--- config.mk ---
export PLATFORM = sky130hd
export DESIGN_NAME = pipe_ctrl_flat
export DESIGN_NICKNAME = d
export VERILOG_FILES = /design/src/rtl/pipe_ctrl_pkg.sv /design/src/rtl/pipe_ctrl_if.sv /design/src/rtl/pipe_ctrl_hazard_detect.sv /design/src/rtl/pipe_ctrl.sv /design/src/flat_wrapper.sv
export SDC_FILE = /design/constraint.sdc
export NUM_CORES = 1
export LEC_CHECK = 0
export CORE_ASPECT_RATIO = 1.1
export CORE_MARGIN = 1
export CORE_UTILIZATION = 39
export CTS_BUF_LIST = sky130_fd_sc_hd__clkbuf_8
export DETAILED_ROUTE_END_ITERATION = 7
export PLACE_DENSITY = 0.95
export SLEW_MARGIN = 20
export SYNTH_ARGS = -nofsm -noshare
export SYNTH_HDL_FRONTEND = slang
export SYNTH_SLANG_ARGS = --single-unit
--- constraint.sdc ---
create_clock -name clk -period 2.9 [get_ports clk]
set_clock_uncertainty 0.05 [all_clocks]
set_input_delay 0.435 -clock clk [delete_from_list [all_inputs] [get_ports clk]]
set_output_delay 0.435 -clock clk [all_outputs]
set_load 0.005 [all_outputs]
--- src/rtl/pipe_ctrl_pkg.sv ---
// Shared definitions for the pipeline flow controller: FSM state encodings,
// the NOP instruction word loaded on an if_id flush, and the zero-register id.
package pipe_ctrl_pkg;

    typedef enum logic [1:0] {
        CTRL_RUN   = 2'd0,
        CTRL_FLUSH = 2'd1,
        CTRL_HOLD  = 2'd2
    } ctrl_state_e;

    // addi x0, x0, 0 -- what if_id holds while flushed
    localparam logic [31:0] NOP_INSN = 32'h0000_0013;

    // x0 is hardwired, so it never creates a dependency
    localparam logic [4:0]  ZERO_REG = 5'd0;

endpackage

--- src/rtl/pipe_ctrl_if.sv ---
// Request/response bundle between the pipeline stages and pipe_ctrl.
// master: the core side that raises requests; slave: the controller.
interface pipe_ctrl_if;

    logic        jump_en_i;
    logic [31:0] jump_addr_i;
    logic        hold_req_i;
    logic [4:0]  id_rs1_addr_i;
    logic [4:0]  id_rs2_addr_i;
    logic        ex_load_i;
    logic [4:0]  ex_rd_addr_i;

    logic        pc_jump_en_o;
    logic [31:0] pc_jump_addr_o;
    logic        pc_hold_o;
    logic        if_id_hold_o;
    logic        if_id_flush_o;
    logic        id_ex_flush_o;
    logic        hold_timeout_o;
    logic [1:0]  state_o;

    modport master (
        output jump_en_i, jump_addr_i, hold_req_i,
               id_rs1_addr_i, id_rs2_addr_i, ex_load_i, ex_rd_addr_i,
        input  pc_jump_en_o, pc_jump_addr_o, pc_hold_o, if_id_hold_o,
               if_id_flush_o, id_ex_flush_o, hold_timeout_o, state_o
    );

    modport slave (
        input  jump_en_i, jump_addr_i, hold_req_i,
               id_rs1_addr_i, id_rs2_addr_i, ex_load_i, ex_rd_addr_i,
        output pc_jump_en_o, pc_jump_addr_o, pc_hold_o, if_id_hold_o,
               if_id_flush_o, id_ex_flush_o, hold_timeout_o, state_o
    );

endinterface

--- src/rtl/pipe_ctrl_hazard_detect.sv ---
// Load-use comparator: flags when the load in ex writes a register that the
// instruction in id reads, so id must wait one cycle for the load data.
module hazard_detect
    import pipe_ctrl_pkg::*;
(
    input  logic       ex_load_i,
    input  logic [4:0] ex_rd_addr_i,
    input  logic [4:0] id_rs1_addr_i,
    input  logic [4:0] id_rs2_addr_i,
    output logic       hazard_o
);

    logic rd_live_s;
    logic rs_match_s;

    // Compare the load destination against both id sources
    always_comb begin
        rd_live_s  = (ex_rd_addr_i != ZERO_REG);
        rs_match_s = (ex_rd_addr_i == id_rs1_addr_i) || (ex_rd_addr_i == id_rs2_addr_i);
        hazard_o   = ex_load_i && rd_live_s && rs_match_s;
    end

endmodule

--- src/rtl/pipe_ctrl.sv ---
// Pipeline flow controller for the if -> id -> ex core.
// Priority each cycle: jump > hold > load-use. A three-state FSM
// (RUN/FLUSH/HOLD) stretches flushes after a taken jump and supervises
// hold duration, pulsing hold_timeout_o once a hold outlasts HOLD_MAX.
// Hold/flush/jump outputs are combinational from inputs and state.
// Build option: define LOAD_USE_DETECT_EN to enable load-use stalls.
module pipe_ctrl
    import pipe_ctrl_pkg::*;
#(
    parameter int unsigned FLUSH_CYCLES = 2,
    parameter int unsigned HOLD_MAX     = 15
) (
    input  logic        clk,
    input  logic        rst_n,
    pipe_ctrl_if.slave  ctrl
);

    localparam logic [2:0] FLUSH_LOAD = 3'(FLUSH_CYCLES - 1);
    localparam logic [7:0] HOLD_LIMIT = 8'(HOLD_MAX);
    localparam logic       FLUSH_MULTI = (FLUSH_CYCLES > 1);

    ctrl_state_e state_q, state_d;
    logic [2:0]  flush_cnt_q, flush_cnt_d;
    logic [7:0]  hold_cnt_q, hold_cnt_d;
    logic        timeout_q, timeout_d;
    logic        fired_q, fired_d;

    logic        load_use_s;
    logic        pc_jump_en_s;
    logic        pc_hold_s;
    logic        if_id_hold_s;
    logic        if_id_flush_s;
    logic        id_ex_flush_s;

`ifdef LOAD_USE_DETECT_EN
    hazard_detect u_hazard_detect (
        .ex_load_i     (ctrl.ex_load_i),
        .ex_rd_addr_i  (ctrl.ex_rd_addr_i),
        .id_rs1_addr_i (ctrl.id_rs1_addr_i),
        .id_rs2_addr_i (ctrl.id_rs2_addr_i),
        .hazard_o      (load_use_s)
    );
`else
    // Loads are forwarded or stalled elsewhere; the comparator inputs are sunk
    logic unused_load_use_s;
    assign unused_load_use_s = ^{ctrl.ex_load_i, ctrl.ex_rd_addr_i,
                                 ctrl.id_rs1_addr_i, ctrl.id_rs2_addr_i};
    assign load_use_s = 1'b0;
`endif

    // Next-state, counter and output decode
    always_comb begin
        state_d       = state_q;
        flush_cnt_d   = flush_cnt_q;
        hold_cnt_d    = hold_cnt_q;
        timeout_d     = 1'b0;
        fired_d       = fired_q;
        pc_jump_en_s  = 1'b0;
        pc_hold_s     = 1'b0;
        if_id_hold_s  = 1'b0;
        if_id_flush_s = 1'b0;
        id_ex_flush_s = 1'b0;

        case (state_q)
            CTRL_RUN: begin
                if (ctrl.jump_en_i) begin
                    // Redirect wins over any hold: PC must take the target now
                    pc_jump_en_s  = 1'b1;
                    if_id_flush_s = 1'b1;
                    id_ex_flush_s = 1'b1;
                    if (FLUSH_MULTI) begin
                        state_d     = CTRL_FLUSH;
                        flush_cnt_d = FLUSH_LOAD;
                    end else if (ctrl.hold_req_i) begin
                        state_d    = CTRL_HOLD;
                        hold_cnt_d = 8'd1;
                        fired_d    = 1'b0;
                    end else begin
                        state_d = CTRL_RUN;
                    end
                end else if (ctrl.hold_req_i) begin
                    pc_hold_s     = 1'b1;
                    if_id_hold_s  = 1'b1;
                    id_ex_flush_s = 1'b1;
                    state_d       = CTRL_HOLD;
                    hold_cnt_d    = 8'd1;
                    fired_d       = 1'b0;
                end else if (load_use_s) begin
                    // Single-cycle bubble; the load result is ready next cycle
                    pc_hold_s     = 1'b1;
                    if_id_hold_s  = 1'b1;
                    id_ex_flush_s = 1'b1;
                end else begin
                    state_d = CTRL_RUN;
                end
            end

            CTRL_FLUSH: begin
                // Flush beats hold on if_id, so only the PC honours hold here
                if_id_flush_s = 1'b1;
                id_ex_flush_s = 1'b1;
                pc_hold_s     = ctrl.hold_req_i;
                if (flush_cnt_q > 3'd1) begin
                    flush_cnt_d = flush_cnt_q - 3'd1;
                end else begin
                    flush_cnt_d = 3'd0;
                    if (ctrl.hold_req_i) begin
                        state_d    = CTRL_HOLD;
                        hold_cnt_d = 8'd1;
                        fired_d    = 1'b0;
                    end else begin
                        state_d = CTRL_RUN;
                    end
                end
            end

            CTRL_HOLD: begin
                if (ctrl.hold_req_i) begin
                    pc_hold_s     = 1'b1;
                    if_id_hold_s  = 1'b1;
                    id_ex_flush_s = 1'b1;
                    if (hold_cnt_q != HOLD_LIMIT) begin
                        hold_cnt_d = hold_cnt_q + 8'd1;
                    end else begin
                        hold_cnt_d = hold_cnt_q;
                    end
                    // Still holding after HOLD_MAX counted cycles: report once
                    if ((hold_cnt_q == HOLD_LIMIT) && !fired_q) begin
                        timeout_d = 1'b1;
                        fired_d   = 1'b1;
                    end else begin
                        timeout_d = 1'b0;
                    end
                end else begin
                    state_d    = CTRL_RUN;
                    hold_cnt_d = 8'd0;
                    fired_d    = 1'b0;
                end
            end

            default: begin
                state_d     = CTRL_RUN;
                flush_cnt_d = 3'd0;
                hold_cnt_d  = 8'd0;
                fired_d     = 1'b0;
            end
        endcase
    end

    // FSM state, counters and registered timeout pulse
    always_ff @(posedge clk or negedge rst_n) begin
        if (!rst_n) begin
            state_q     <= CTRL_RUN;
            flush_cnt_q <= 3'd0;
            hold_cnt_q  <= 8'd0;
            timeout_q   <= 1'b0;
            fired_q     <= 1'b0;
        end else begin
            state_q     <= state_d;
            flush_cnt_q <= flush_cnt_d;
            hold_cnt_q  <= hold_cnt_d;
            timeout_q   <= timeout_d;
            fired_q     <= fired_d;
        end
    end

    // Outputs are forced low while reset is asserted, whatever the inputs do
    assign ctrl.pc_jump_en_o   = rst_n & pc_jump_en_s;
    assign ctrl.pc_jump_addr_o = (rst_n & pc_jump_en_s) ? ctrl.jump_addr_i : 32'h0000_0000;
    assign ctrl.pc_hold_o      = rst_n & pc_hold_s;
    assign ctrl.if_id_hold_o   = rst_n & if_id_hold_s;
    assign ctrl.if_id_flush_o  = rst_n & if_id_flush_s;
    assign ctrl.id_ex_flush_o  = rst_n & id_ex_flush_s;
    assign ctrl.hold_timeout_o = timeout_q;
    assign ctrl.state_o        = state_q;

endmodule
--- src/flat_wrapper.sv ---
// flat-port wrapper written by rule: the top's interface ports become plain ports
module pipe_ctrl_flat import pipe_ctrl_pkg::*;
#(
    parameter int unsigned FLUSH_CYCLES = 2,
    parameter int unsigned HOLD_MAX     = 15
)
  (clk, rst_n, ctrl_jump_en_i, ctrl_jump_addr_i, ctrl_hold_req_i, ctrl_id_rs1_addr_i, ctrl_id_rs2_addr_i, ctrl_ex_load_i, ctrl_ex_rd_addr_i, ctrl_pc_jump_en_o, ctrl_pc_jump_addr_o, ctrl_pc_hold_o, ctrl_if_id_hold_o, ctrl_if_id_flush_o, ctrl_id_ex_flush_o, ctrl_hold_timeout_o, ctrl_state_o);
  pipe_ctrl_if ctrl_i ();
  input  logic clk;
  input  logic rst_n;
  input wire logic [$bits(ctrl_i.jump_en_i)-1:0] ctrl_jump_en_i;
  input wire logic [$bits(ctrl_i.jump_addr_i)-1:0] ctrl_jump_addr_i;
  input wire logic [$bits(ctrl_i.hold_req_i)-1:0] ctrl_hold_req_i;
  input wire logic [$bits(ctrl_i.id_rs1_addr_i)-1:0] ctrl_id_rs1_addr_i;
  input wire logic [$bits(ctrl_i.id_rs2_addr_i)-1:0] ctrl_id_rs2_addr_i;
  input wire logic [$bits(ctrl_i.ex_load_i)-1:0] ctrl_ex_load_i;
  input wire logic [$bits(ctrl_i.ex_rd_addr_i)-1:0] ctrl_ex_rd_addr_i;
  output wire logic [$bits(ctrl_i.pc_jump_en_o)-1:0] ctrl_pc_jump_en_o;
  output wire logic [$bits(ctrl_i.pc_jump_addr_o)-1:0] ctrl_pc_jump_addr_o;
  output wire logic [$bits(ctrl_i.pc_hold_o)-1:0] ctrl_pc_hold_o;
  output wire logic [$bits(ctrl_i.if_id_hold_o)-1:0] ctrl_if_id_hold_o;
  output wire logic [$bits(ctrl_i.if_id_flush_o)-1:0] ctrl_if_id_flush_o;
  output wire logic [$bits(ctrl_i.id_ex_flush_o)-1:0] ctrl_id_ex_flush_o;
  output wire logic [$bits(ctrl_i.hold_timeout_o)-1:0] ctrl_hold_timeout_o;
  output wire logic [$bits(ctrl_i.state_o)-1:0] ctrl_state_o;
  assign ctrl_i.jump_en_i = ctrl_jump_en_i;
  assign ctrl_i.jump_addr_i = ctrl_jump_addr_i;
  assign ctrl_i.hold_req_i = ctrl_hold_req_i;
  assign ctrl_i.id_rs1_addr_i = ctrl_id_rs1_addr_i;
  assign ctrl_i.id_rs2_addr_i = ctrl_id_rs2_addr_i;
  assign ctrl_i.ex_load_i = ctrl_ex_load_i;
  assign ctrl_i.ex_rd_addr_i = ctrl_ex_rd_addr_i;
  assign ctrl_pc_jump_en_o = ctrl_i.pc_jump_en_o;
  assign ctrl_pc_jump_addr_o = ctrl_i.pc_jump_addr_o;
  assign ctrl_pc_hold_o = ctrl_i.pc_hold_o;
  assign ctrl_if_id_hold_o = ctrl_i.if_id_hold_o;
  assign ctrl_if_id_flush_o = ctrl_i.if_id_flush_o;
  assign ctrl_id_ex_flush_o = ctrl_i.id_ex_flush_o;
  assign ctrl_hold_timeout_o = ctrl_i.hold_timeout_o;
  assign ctrl_state_o = ctrl_i.state_o;
  pipe_ctrl #(.FLUSH_CYCLES(FLUSH_CYCLES), .HOLD_MAX(HOLD_MAX)) u_core (.clk(clk), .rst_n(rst_n), .ctrl(ctrl_i));
endmodule
### After elaboration in Yosys (flattened, before gate mapping)

Cells that the tools add are included.

* input port bits: 52
* logic and storage cells: 64
* memories: 0
* register bits after elaboration: 15
* latch bits: 0
* output and inout port bits: 40
* bits in read-only memories: 0
* memory bits (writable): 0

* multiplexer cells: 33
* equality and inequality tests: 10
* div/mod/pow operators: 0
* multipliers: 0
* magnitude comparators: 1
* $add $sub $neg: 2
* reductions and logical operators: 7
* bitwise operators: 6
* shifts and indexed selects: 0

Operator list (number)
* 8-bit two-way mux: 5
* 32-bit two-way mux: 1
* 8-bit one-hot mux with 3 select lines: 1
* 1-bit two-way mux: 13
* 1-bit one-hot mux with 3 select lines: 3
* 3-bit one-hot mux with 3 select lines: 1
* 8-bit by 1-bit adder with 8-bit output, second input constant: 1
* 8-bit by 4-bit equality test with 1-bit output, second input constant: 1
* 2-bit two-way mux: 4
* 2-bit inequality test, second input constant: 4
* 8-bit by 4-bit inequality test with 1-bit output, second input constant: 1
* 3-bit two-way mux: 2
* 3-bit by 2-bit inequality test with 1-bit output, second input constant: 2
* 2-bit one-hot mux with 3 select lines: 1
* 3-bit AND reduction: 2
* 1-bit bitwise AND: 5
* 1-bit one-hot mux with 2 select lines: 2
* 2-bit AND reduction: 2
* 3-bit by 1-bit greater-than comparator with 1-bit output, second input constant: 1
* 3-bit by 1-bit subtractor with 3-bit output, second input constant: 1
* 2-bit by 1-bit equality test with 1-bit output, second input constant: 1
* 2-bit equality test, second input constant: 1
* 2-bit zero test: 1
* 1-bit logical AND: 1
* 2 further kinds: 2

### Logic depth before layout (Yosys ltp)

Gate-level depths: netlist of the first run.

* depth in word-level cells: 5
* depth in mapped cells: 7
* mapped depth without buffers: 6

### Worst setup path after synthesis of the first run

OpenSTA, ideal clock, no wires.

* path kind: register to output
* start point: register u_core.state_q[1], in the netlist u_core.ctrl.state_o[1]
* end point: output port ctrl_pc_jump_addr_o[22]
* buffers on the path: 1
* slack: 954 ps
* data required time: 2415 ps
* arrival: 1461 ps
* cell stages (with the launch flop): 6
* cell sequence: dfrtp_1 -> inv_1 -> ha_1 -> and3_1 -> clkbuf_1 -> and2_1

* word-level cells in the longest chain between the ends: 4

RTL lines
* start, declared: line pipe_ctrl.sv:22 `ctrl_state_e state_q, state_d;`
* start signal, assigned: line pipe_ctrl.sv:159 `state_q <= state_d;`
* 2-bit zero test: line pipe_ctrl.sv:64 `case (state_q)`
* 1-bit two-way mux: line pipe_ctrl.sv:64
* 1-bit bitwise AND
* net ctrl_pc_jump_en_o: line flat_wrapper.sv:18 `output wire logic [$bits(ctrl_i.pc_jump_en_o)-1:0] ctrl_pc_jump_en_o;`
* 32-bit two-way mux: line pipe_ctrl.sv:169 `assign ctrl.pc_jump_addr_o = (rst_n & pc_jump_en_s) ? ctrl.jump_addr_i : 32'h0000_0000;`
* end, declared: line flat_wrapper.sv:19 `output wire logic [$bits(ctrl_i.pc_jump_addr_o)-1:0] ctrl_pc_jump_addr_o;`

The timed path passes the listed nets, and every way through them passes these cells.

### Worst setup path in the final report of the first run

* start point: register u_core.state_q[0], in the netlist u_core.ctrl.state_o[0]
* end point: output port ctrl_if_id_hold_o

* word-level cells in the longest chain between the ends: 3
* elaborated cells between the ends (all ways): 4
* classes of those cells: 1 x eq/ne; 1 x mux; 1 x bitwise; 1 x reduce/logical

RTL lines
* 2-bit equality test / 2-bit zero test (equally long branches): line pipe_ctrl.sv:64
* 1-bit one-hot mux with 2 select lines (*): line pipe_ctrl.sv:64
* 1-bit bitwise AND (*): line pipe_ctrl.sv:171 `assign ctrl.if_id_hold_o = rst_n & if_id_hold_s;`
* end, declared: line flat_wrapper.sv:21 `output wire logic [$bits(ctrl_i.if_id_hold_o)-1:0] ctrl_if_id_hold_o;`

Every way passes the cells marked *; elsewhere a longest branch is shown, timed or not.

==> results of run 1 <==
metal layers:
metal,GRT usage [%],wire length (µm)
met1,26.1,1540
met3,4.55,342
met2,36.6,1860
met4,5.49,42
met5,0,0
critical path, delay by kind of cell (launching register included):
| kind | cells | cell delay, ns |
|---|---|---|
| fa+ha+maj | 1 | 0.28 |
| buf+inv | 2 | 0.63 |
| flops | 1 | 0.47 |
| simple gates | 3 | 0.66 |
state kept, by name (all words and copies together) (netlist names):
register and flops:
u_core.ctrl.hold_timeout_o 1, u_core.ctrl.state_o 2, u_core.fired_q 1, u_core.flush_cnt_q 3, u_core.hold_cnt_q 8
logic make-up after synthesis:
group | Yosys count | share of synthesized area (%)
AO/OA/AOI/OAI | 35 | 22.1
adder cells (fa/ha/maj) | 8 | 7.64
buffers and inverters | 13 | 5.44
flip-flops | 15 | 28.7
multiplexers | 1 | 1.15
AND/OR/NAND/NOR | 75 | 35.1
power breakdown:
part / switching, mW / internal [mW]
Clock: 0.0779 / 0.0953
Sequential: 0.0577 / 0.250
Combinational: 0.394 / 0.421
area by class of cell:
| type | count | share of cell area, % |
|---|---|---|
| well taps | 34 | 1.98 |
| clock buffers | 3 | 1.92 |
| repair buffers | 79 | 36.9 |
| clock inverters | 1 | 0.233 |
| inverters | 7 | 1.22 |
| multi-input cells | 119 | 40.3 |
| flip-flops and latches | 15 | 17.5 |
metrics by stage:
stage / utilization [%] / setup WS, ns / power (mW) / cells
after floorplan: - / 0.954 / 0.794 / 147
after global placement: 67.2 / 0.342 / 1.09 / 254
after detailed placement: 67.2 / 0.347 / 1.11 / 254
after CTS: 68.7 / 0.0356 / 1.30 / 258
after global routing: 68.7 / 0.0229 / 1.39 / 258
final: 68.7 / 0.120 / 1.30 / 258
final timing paths:
check | cells past startpoint | slack [ns] | end | from
hold reg to reg | 1 | 0.38 | u_core.ctrl.hold_timeout_o$_DFF_PN0_ | u_core.fired_q$_DFFE_PN0P_
max in group asynchronous | 2 | 2.14 | u_core.flush_cnt_q[2]$_DFFE_PN0P_ | rst_n
min in group asynchronous | 2 | 0.52 | u_core.ctrl.state_o[0]$_DFFE_PN0P_ | rst_n
hold / removal | 1 | 0.38 | u_core.ctrl.hold_timeout_o$_DFF_PN0_ | u_core.fired_q$_DFFE_PN0P_
setup / recovery | 6 | 0.12 | ctrl_if_id_hold_o | u_core.ctrl.state_o[0]$_DFFE_PN0P_
setup reg to reg | 6 | 0.97 | u_core.hold_cnt_q[0]$_DFFE_PN0P_ | u_core.ctrl.state_o[1]$_DFFE_PN0P_
cells in the final DEF, fill, tap and decap left out, types with 2 or more instances in the layout:
| cell | synthesis | routed |
|---|---|---|
| clkdlybuf4s50_1 | 0 | 75 |
| and2_1 | 33 | 33 |
| dfrtp_1 | 15 | 15 |
| nand2_1 | 9 | 9 |
| nor2_1 | 8 | 8 |
| inv_1 | 7 | 7 |
| ha_1 | 8 | 7 |
| o31ai_1 | 6 | 6 |
| and3_1 | 4 | 4 |
| o21ai_1 | 4 | 4 |
| o21ai_0 | 4 | 4 |
| nand4_1 | 3 | 3 |
| clkbuf_8 | 0 | 3 |
| buf_4 | 0 | 3 |
| nor2b_1 | 2 | 2 |
| nand2b_1 | 2 | 2 |
| o22ai_1 | 2 | 2 |
| nand3_1 | 2 | 2 |
| o21a_1 | 2 | 2 |
| nand3b_1 | 2 | 2 |
| o41ai_2 | 2 | 2 |
| o41ai_1 | 2 | 2 |
timing repair:
action	CTS	global route
resized for setup	0	1
endpoints found under the setup margin	0	4
hold buffers	0	0
==> impl_metrics.json, run 1 <==
{
  "status": "complete, but fails checks",
  "violations": "DRC",
  "peakVddDrop_uv": 521,
  "hold_class": "register to register",
  "power.leakage_nw": 0.925,
  "insertedDiodeCount": 0,
  "antenna_found_initial": 0,
  "die_x_um": 57.3,
  "synth.avg_cell_area_um2": 8.91,
  "grtUsageTotal_pct": 21.1,
  "crit_type": "register to output port",
  "cp_slowest_stage_delay_ns": 0.50,
  "grt_pass1_vias": 1231,
  "setup_viol": 0,
  "hold_viol": 0,
  "fin_nets": 285,
  "min_period_ns": 2.78,
  "yosys.area.top_type": "dfrtp_1",
  "cp-start-kind": "register",
  "clkSlewWorstSetupHoldPaths_ns": 0.06,
  "vias": 1408,
  "routed_wirelength_um": 3780,
  "postRouteAntennaNets": 0,
  "cts_buffers": 3,
  "portBuffers": 75,
  "final.fill_count": 250,
  "regArea_um2": 375,
  "dieArea_um2": 3600,
  "wl_per_cell_um": 14.7,
  "clock_sinks": 15,
  "synth_common_cells": "and2_1 (33), dfrtp_1 (15), nand2_1 (9), ha_1 (8), nor2_1 (8)",
  "place_area_um2": 2100,
  "finalCritPeriodShare_pct": 95.9,
  "coreArea_um2": 3130,
  "drtIter0Drc": 82,
  "synth_async_sr_flop_share_pct": 100,
  "synthFlopType": "dfrtp_1",
  "slowest_stage": "clkdlybuf4s50_1",
  "cap_violations": 0,
  "start_util_pct": 41.9,
  "post_drt_via_cell_ratio": 5.46,
  "synth_top_area_share_pct": 28.7,
  "ys_warn_count": 0,
  "areaGrowthSynthToFinish_pct": 64.1,
  "grt-ovfl-total": 0,
  "required_ns": 2.41,
  "worstSetupEndpointType": "output port",
  "synth_nets": 207,
  "drv_slew": 0,
  "synth.most_common_cell": "and2_1",
  "drc": 11,
  "path_cells": "inv_1 > ha_2 > nor2b_1 > or2_1 > and3_1 > clkdlybuf4s50_1",
  "yosysSeqAreaShare_pct": 28.7,
  "grt_max_degree": 34,
  "max-slew-margin-rel_pct": 74.0,
  "synth.distinct_cells": 45,
  "dr.pass1.iters": 6,
  "std_cell_rows": 21,
  "netlist_instances": 147,
  "hold_ws_ns": 0.385,
  "clk_latency_ns": 0.25,
  "dp_hpwl_um": 3000,
  "ios": 92,
  "tightest_slew_ns": 0.387,
  "cts_tree": "yes",
  "p_per_area_nw_per_um2": 603,
  "die_h_um": 62.8,
  "crit_fanout": 8,
  "h-tree-depth": 1,
  "syn_area_um2": 1310,
  "cts_buffer_depth": 2,
  "final_cell_area_um2": 2150,
  "rsz0062_at_grt": "false",
  "cts_setup_buffers": 0,
  "synth_enable_flop_cells": 0,
  "yosys-top-cells-area": "dfrtp_1 (29%), and2_1 (16%), ha_1 (7.6%), o31ai_1 (3.4%), nand2_1 (2.6%)",
  "max_freq_mhz": 360,
  "ys_seq_elements": 15,
  "tns_ns": 0,
  "layout-drive-gt1-share_pct": 8.48,
  "cts-root-buf": "clkbuf_8",
  "multi_input_area_um2": 866,
  "arrival_ns": 2.30,
  "grt_pass1_wl_um": 5930,
  "place_congestion": 0.880
}
Note: power is estimated with default switching activity, not from simulation.
==> run 2, diff against run 1 <==
--- a/config.mk
+++ b/config.mk
@@ -11,7 +11,6 @@
 export CTS_BUF_LIST = sky130_fd_sc_hd__clkbuf_8
 export DETAILED_ROUTE_END_ITERATION = 7
 export PLACE_DENSITY = 0.95
-export SLEW_MARGIN = 20
 export SYNTH_ARGS = -nofsm -noshare
 export SYNTH_HDL_FRONTEND = slang
 export SYNTH_SLANG_ARGS = --single-unit
==> constraint.sdc (replaced) <==
create_clock -name clk -period 3.3 [get_ports clk]
set_clock_uncertainty 0.05 [all_clocks]
set_input_delay 0.495 -clock clk [delete_from_list [all_inputs] [get_ports clk]]
set_output_delay 0.495 -clock clk [all_outputs]
set_load 0.005 [all_outputs]
==> run 2 against run 1 <==
- the flow still finishes with violations (DRC)
- non-clock buffer count is 2 lower
- sequential power is 13% lower
- clock power is 14% lower
- via count is 2.9% lower
- sequential cell count stayed put
- largest power group unchanged
- cell area is 1.5% lower
- register-to-register slack better by 0.37 ns
- core utilization is 1.0 points lower
- global-route usage is 1.1 points higher
- worst setup slack better by 0.23 ns
- cell count is 0.78% lower
==> impl_metrics.json, run 2 (synthesized netlist as in run 1, its figures left out) <==
{
  "die_h_um": 62.8,
  "setup_viol": 0,
  "fin_total_pwr_mw": 1.12,
  "pwr-share-seq_pct": 24.1,
  "antenna_found_initial": 0,
  "grtUsageTotal_pct": 22.2,
  "drc": 11,
  "min_period_ns": 2.95,
  "portBuffers": 75,
  "max-slew-margin-rel_pct": 74.1,
  "hold_class": "register to register",
  "final_cell_mix": "clkdlybuf4s50_1 (75), and2_1 (33), dfrtp_1 (15), nand2_1 (9)",
  "final.fill_count": 247,
  "p_per_area_nw_per_um2": 527,
  "clockPowerShare_pct": 13.4,
  "tightest_slew_ns": 0.385,
  "cts_setup_buffers": 0,
  "crit_type": "register to output port",
  "fin_nets": 283,
  "p_sw_share_pct": 41.0,
  "met2_usage_pct": 38.8,
  "drtIter0Drc": 85,
  "p_int_uw": 659,
  "start_util_pct": 41.9,
  "cp-start-kind": "register",
  "worstSetupEndpointType": "output port",
  "post_drt_via_cell_ratio": 5.34,
  "holdBufCountCts": 0,
  "areaGrowthSynthToFinish_pct": 61.7,
  "grt_pass1_wl_um": 6170,
  "std_cell_rows": 21,
  "wl_per_cell_um": 14.7,
  "cap_violations": 0,
  "pwr-share-comb_pct": 62.6,
  "tns_ns": 0,
  "postRouteAntennaNets": 0,
  "die_x_um": 57.3,
  "clk_latency_ns": 0.26,
  "place_congestion": 0.869,
  "insertedDiodeCount": 0,
  "h-tree-depth": 1,
  "hold_viol": 0,
  "required_ns": 2.75,
  "arrival_ns": 2.40,
  "cts-root-buf": "clkbuf_8",
  "mostFrequentLayoutCell": "clkdlybuf4s50_1",
  "top_register": "u_core.hold_cnt_q",
  "coreArea_um2": 3130,
  "top_usage_layer": "met2",
  "routed_wirelength_um": 3750,
  "status": "complete, but fails checks",
  "clock_sinks": 15,
  "finalCritPeriodShare_pct": 89.4,
  "vias": 1367,
  "p_switching_uw": 458,
  "rsz0062_at_grt": "false",
  "violations": "DRC",
  "drv_slew": 0,
  "cts_buffer_depth": 2,
  "grt_max_degree": 34,
  "ios": 92,
  "peakVddDrop_uv": 523,
  "largest_register_ffs": 8,
  "layout-drive-gt1-share_pct": 6.76,
  "use_met1_pct": 25.8,
  "dieArea_um2": 3600,
  "max_freq_mhz": 339,
  "dr.pass1.iters": 6,
  "cts_buffers": 3,
  "grt_use_met3_pct": 4.55,
  "crit_fanout": 8,
  "cts_tree": "yes",
  "power.leakage_nw": 0.915,
  "grt-ovfl-total": 0,
  "dp_hpwl_um": 2920,
  "grt_pass1_vias": 1274,
  "clkSlewWorstSetupHoldPaths_ns": 0.06,
  "post_cts_resized": 0
}
==> run 2: changes by cell type in the layout (fill, tap and decap cells not counted) <==
cell      previous run  this run
buf_12               1         0
buf_4                3         2
clkinv_2             1         0
ha_1                 7         8
ha_2                 1         0
inv_1                7         8
==> run 2: through the flow <==
| stage | instances | hold slack, ns | setup slack, ns | instance area, µm² | utilization, % |
|---|---|---|---|---|---|
| 6_report | 256 | 0.390 | 0.351 | 2120 | 67.7 |
| 5_1_grt | 256 | 0.410 | 0.242 | 2120 | 67.7 |
| 4_1_cts | 256 | 0.393 | 0.357 | 2120 | 67.7 |
| 3_5_place_dp | 252 | 0.386 | 0.547 | 2070 | 66.3 |
| 3_3_place_gp | 252 | 0.375 | 0.540 | 2070 | 66.3 |
| 2_1_floorplan | 147 | 0.149 | 1.29 | 1310 | - |
==> run 2: worst max-delay path: stages, from the launching register on <==
cell	delay, ns
dfrtp_1	0.45
inv_1	0.14
ha_1	0.37
nor2b_1	0.27
or2_1	0.24
and3_1	0.18
clkdlybuf4s50_1	0.50
==> run 2: final timing paths <==
path                                               startpoint                                    to  slack, ns  depth (start not counted)
min reg2reg                        u_core.fired_q$_DFFE_PN0P_  u_core.ctrl.hold_timeout_o$_DFF_PN0_       0.39                          1
max reg2reg                u_core.ctrl.state_o[1]$_DFFE_PN0P_      u_core.hold_cnt_q[3]$_DFFE_PN0P_       1.34                          6
min                                u_core.fired_q$_DFFE_PN0P_  u_core.ctrl.hold_timeout_o$_DFF_PN0_       0.39                          1
max in group asynchronous                               rst_n      u_core.hold_cnt_q[2]$_DFFE_PN0P_       2.32                          2
min in group asynchronous                               rst_n    u_core.ctrl.state_o[1]$_DFFE_PN0P_       0.71                          2
max                        u_core.ctrl.state_o[1]$_DFFE_PN0P_                     ctrl_if_id_hold_o       0.35                          6
==> run 2: cell type report <==
class | count | area [µm²] | share of cell area (%)
multi-input cells | 119 | 863 | 40.8
repair buffers | 77 | 766 | 36.1
flip-flops and latches | 15 | 375 | 17.7
well taps | 34 | 42.5 | 2.01
clock buffers | 3 | 41.3 | 1.95
inverters | 7 | 26.3 | 1.24
clock inverters | 1 | 3.75 | 0.177
==> run 2: layer usage <==
metal	routed length, µm	part of all wire [%]	up-vias
met1	1460	39	630
li1	-	-	669
met4	65	1.7	0
met2	1870	50	63
met3	355	9.5	5
met5	0	0	-
==> run 2: power by group through the flow <==
stage          registers [mW]  clock network [mW]  logic [mW]
6_report                0.269               0.149       0.698
5_1_grt                 0.275               0.162       0.764
4_1_cts                 0.268               0.153       0.701
3_3_place_gp            0.267                   0       0.674
3_5_place_dp            0.269                   0       0.690
2_1_floorplan           0.260                   0       0.438
==> run 3, diff against run 2 <==
==> constraint.sdc (replaced) <==
create_clock -name clk -period 3.6 [get_ports clk]
set_clock_uncertainty 0.05 [all_clocks]
set_input_delay 0.54 -clock clk [delete_from_list [all_inputs] [get_ports clk]]
set_output_delay 0.54 -clock clk [all_outputs]
set_load 0.005 [all_outputs]
==> run 3 against run 2 <==
- first-iteration DRC count down 7.1%
- worst setup slack improved by 0.25 ns
- worst hold slack hardly changed
- combinational power decreased by 6.9%
- count of clock-buffer cells in the layout unchanged
- sequential power fell by 8.6%
- register-to-register slack better by 0.27 ns
- via count decreased by 1.5%
- the flow still finishes with violations (DRC)
- clock power down 7%
- critical path type unchanged
- core utilization is the same
==> impl_metrics.json, run 3 (synthesized netlist as in run 1, its figures left out) <==
{
  "coreArea_um2": 3130,
  "grt_pass1_wl_um": 6110,
  "required_ns": 3.01,
  "path_buf_inv": 2,
  "place_congestion": 0.870,
  "met2_usage_pct": 39.3,
  "finalCritPeriodShare_pct": 83.3,
  "final_cell_mix": "clkdlybuf4s50_1 (75), and2_1 (33), dfrtp_1 (15), nand2_1 (9)",
  "tightest_slew_ns": 0.386,
  "power.leakage_nw": 0.915,
  "slowest_stage": "clkdlybuf4s50_1",
  "grt_pass1_vias": 1281,
  "cts-root-buf": "clkbuf_8",
  "grtUsageTotal_pct": 22.0,
  "largest_register_ffs": 8,
  "min_period_ns": 3.00,
  "clkSlewWorstSetupHoldPaths_ns": 0.06,
  "crit_fanout": 8,
  "cts_tree": "yes",
  "post_cts_resized": 0,
  "post_drt_via_cell_ratio": 5.26,
  "p_per_area_nw_per_um2": 488,
  "final.fill_count": 246,
  "grt_max_degree": 34,
  "cp-start-kind": "register",
  "cp_slowest_stage_delay_ns": 0.50,
  "clock_sinks": 15,
  "holdBufCountCts": 0,
  "grt_use_met3_pct": 5.59,
  "top_register": "u_core.hold_cnt_q",
  "tns_ns": 0,
  "dieArea_um2": 3600,
  "drtIter0Drc": 79,
  "cts_setup_buffers": 0,
  "max_freq_mhz": 333,
  "routed_wirelength_um": 3830,
  "crit_type": "register to output port",
  "cts_buffer_depth": 2,
  "status": "complete, but fails checks",
  "die_h_um": 62.8,
  "hold_ws_ns": 0.390,
  "arrival_ns": 2.41,
  "violations": "DRC",
  "drv_slew": 0,
  "portBuffers": 75,
  "die_x_um": 57.3,
  "areaGrowthSynthToFinish_pct": 61.7,
  "insertedDiodeCount": 0,
  "final_util_pct": 67.7,
  "setup_viol": 0,
  "vias": 1347,
  "fin_nets": 283,
  "ios": 92,
  "path_delay_family": "simple AND/OR/NAND/NOR gates",
  "hold_class": "register to register",
  "rsz0062_at_grt": "false",
  "grt-ovfl-total": 0,
  "path_cells": "inv_1 > ha_1 > nor2b_1 > or2_1 > and3_1 > clkdlybuf4s50_1",
  "use_met1_pct": 24.2,
  "peakVddDrop_uv": 476,
  "drc": 11,
  "max-slew-margin-rel_pct": 74.1,
  "hold_viol": 0,
  "cts_buffers": 3,
  "cap_violations": 0,
  "layout-drive-gt1-share_pct": 6.76,
  "top_usage_layer": "met2",
  "wl_per_cell_um": 15.0,
  "clk_latency_ns": 0.26,
  "postRouteAntennaNets": 0,
  "dr.pass1.iters": 6,
  "dp_hpwl_um": 3010,
  "h-tree-depth": 1,
  "mostFrequentLayoutCell": "clkdlybuf4s50_1",
  "start_util_pct": 41.9,
  "worstSetupEndpointType": "output port",
  "std_cell_rows": 21,
  "antenna_found_initial": 0
}
[run 3: final timing paths]
check	to	from	cells past startpoint	slack [ns]
worst max register to register	u_core.hold_cnt_q[3]$_DFFE_PN0P_	u_core.ctrl.state_o[1]$_DFFE_PN0P_	6	1.61
min in group asynchronous	u_core.ctrl.state_o[0]$_DFFE_PN0P_	rst_n	2	0.76
max in group asynchronous	u_core.hold_cnt_q[5]$_DFFE_PN0P_	rst_n	2	2.56
worst min-delay path	u_core.ctrl.hold_timeout_o$_DFF_PN0_	u_core.fired_q$_DFFE_PN0P_	1	0.39
worst max-delay path	ctrl_if_id_hold_o	u_core.ctrl.state_o[1]$_DFFE_PN0P_	6	0.60
worst min register to register	u_core.ctrl.hold_timeout_o$_DFF_PN0_	u_core.fired_q$_DFFE_PN0P_	1	0.39
[run 3: power breakdown]
group          switching [mW]  internal, mW  leakage [nW]  total (mW)
clock                  0.0621        0.0758        0.0269       0.138
combinational           0.323         0.327         0.686       0.650
sequential             0.0440         0.202         0.202       0.246
total                   0.429         0.604         0.915        1.03
[run 3: per-layer routing]
layer,wire [µm],share of wire [%]
met1,1530,40
met2,1870,49
met3,360,9.4
met4,62,1.6
met5,0,0
[run 3: metrics by stage]
step | area (µm²) | instances | total power, mW | worst slack [ns]
6_report | 2120 | 256 | 1.03 | 0.601
5_1_grt | 2120 | 256 | 1.10 | 0.494
4_1_cts | 2120 | 256 | 1.03 | 0.601
3_5_place_dp | 2070 | 252 | 0.890 | 0.758
3_3_place_gp | 2070 | 252 | 0.863 | 0.744
2_1_floorplan | 1310 | 147 | 0.639 | 1.55
[run 3: cell type report]
cell class	count	area [µm²]	area share, %
Tap cell	34	42.5	2.01
Multi-Input combinational cell	119	863	40.8
Timing Repair Buffer	77	766	36.1
Clock buffer	3	41.3	1.95
Clock inverter	1	3.75	0.177
Sequential cell	15	375	17.7
Inverter	7	26.3	1.24
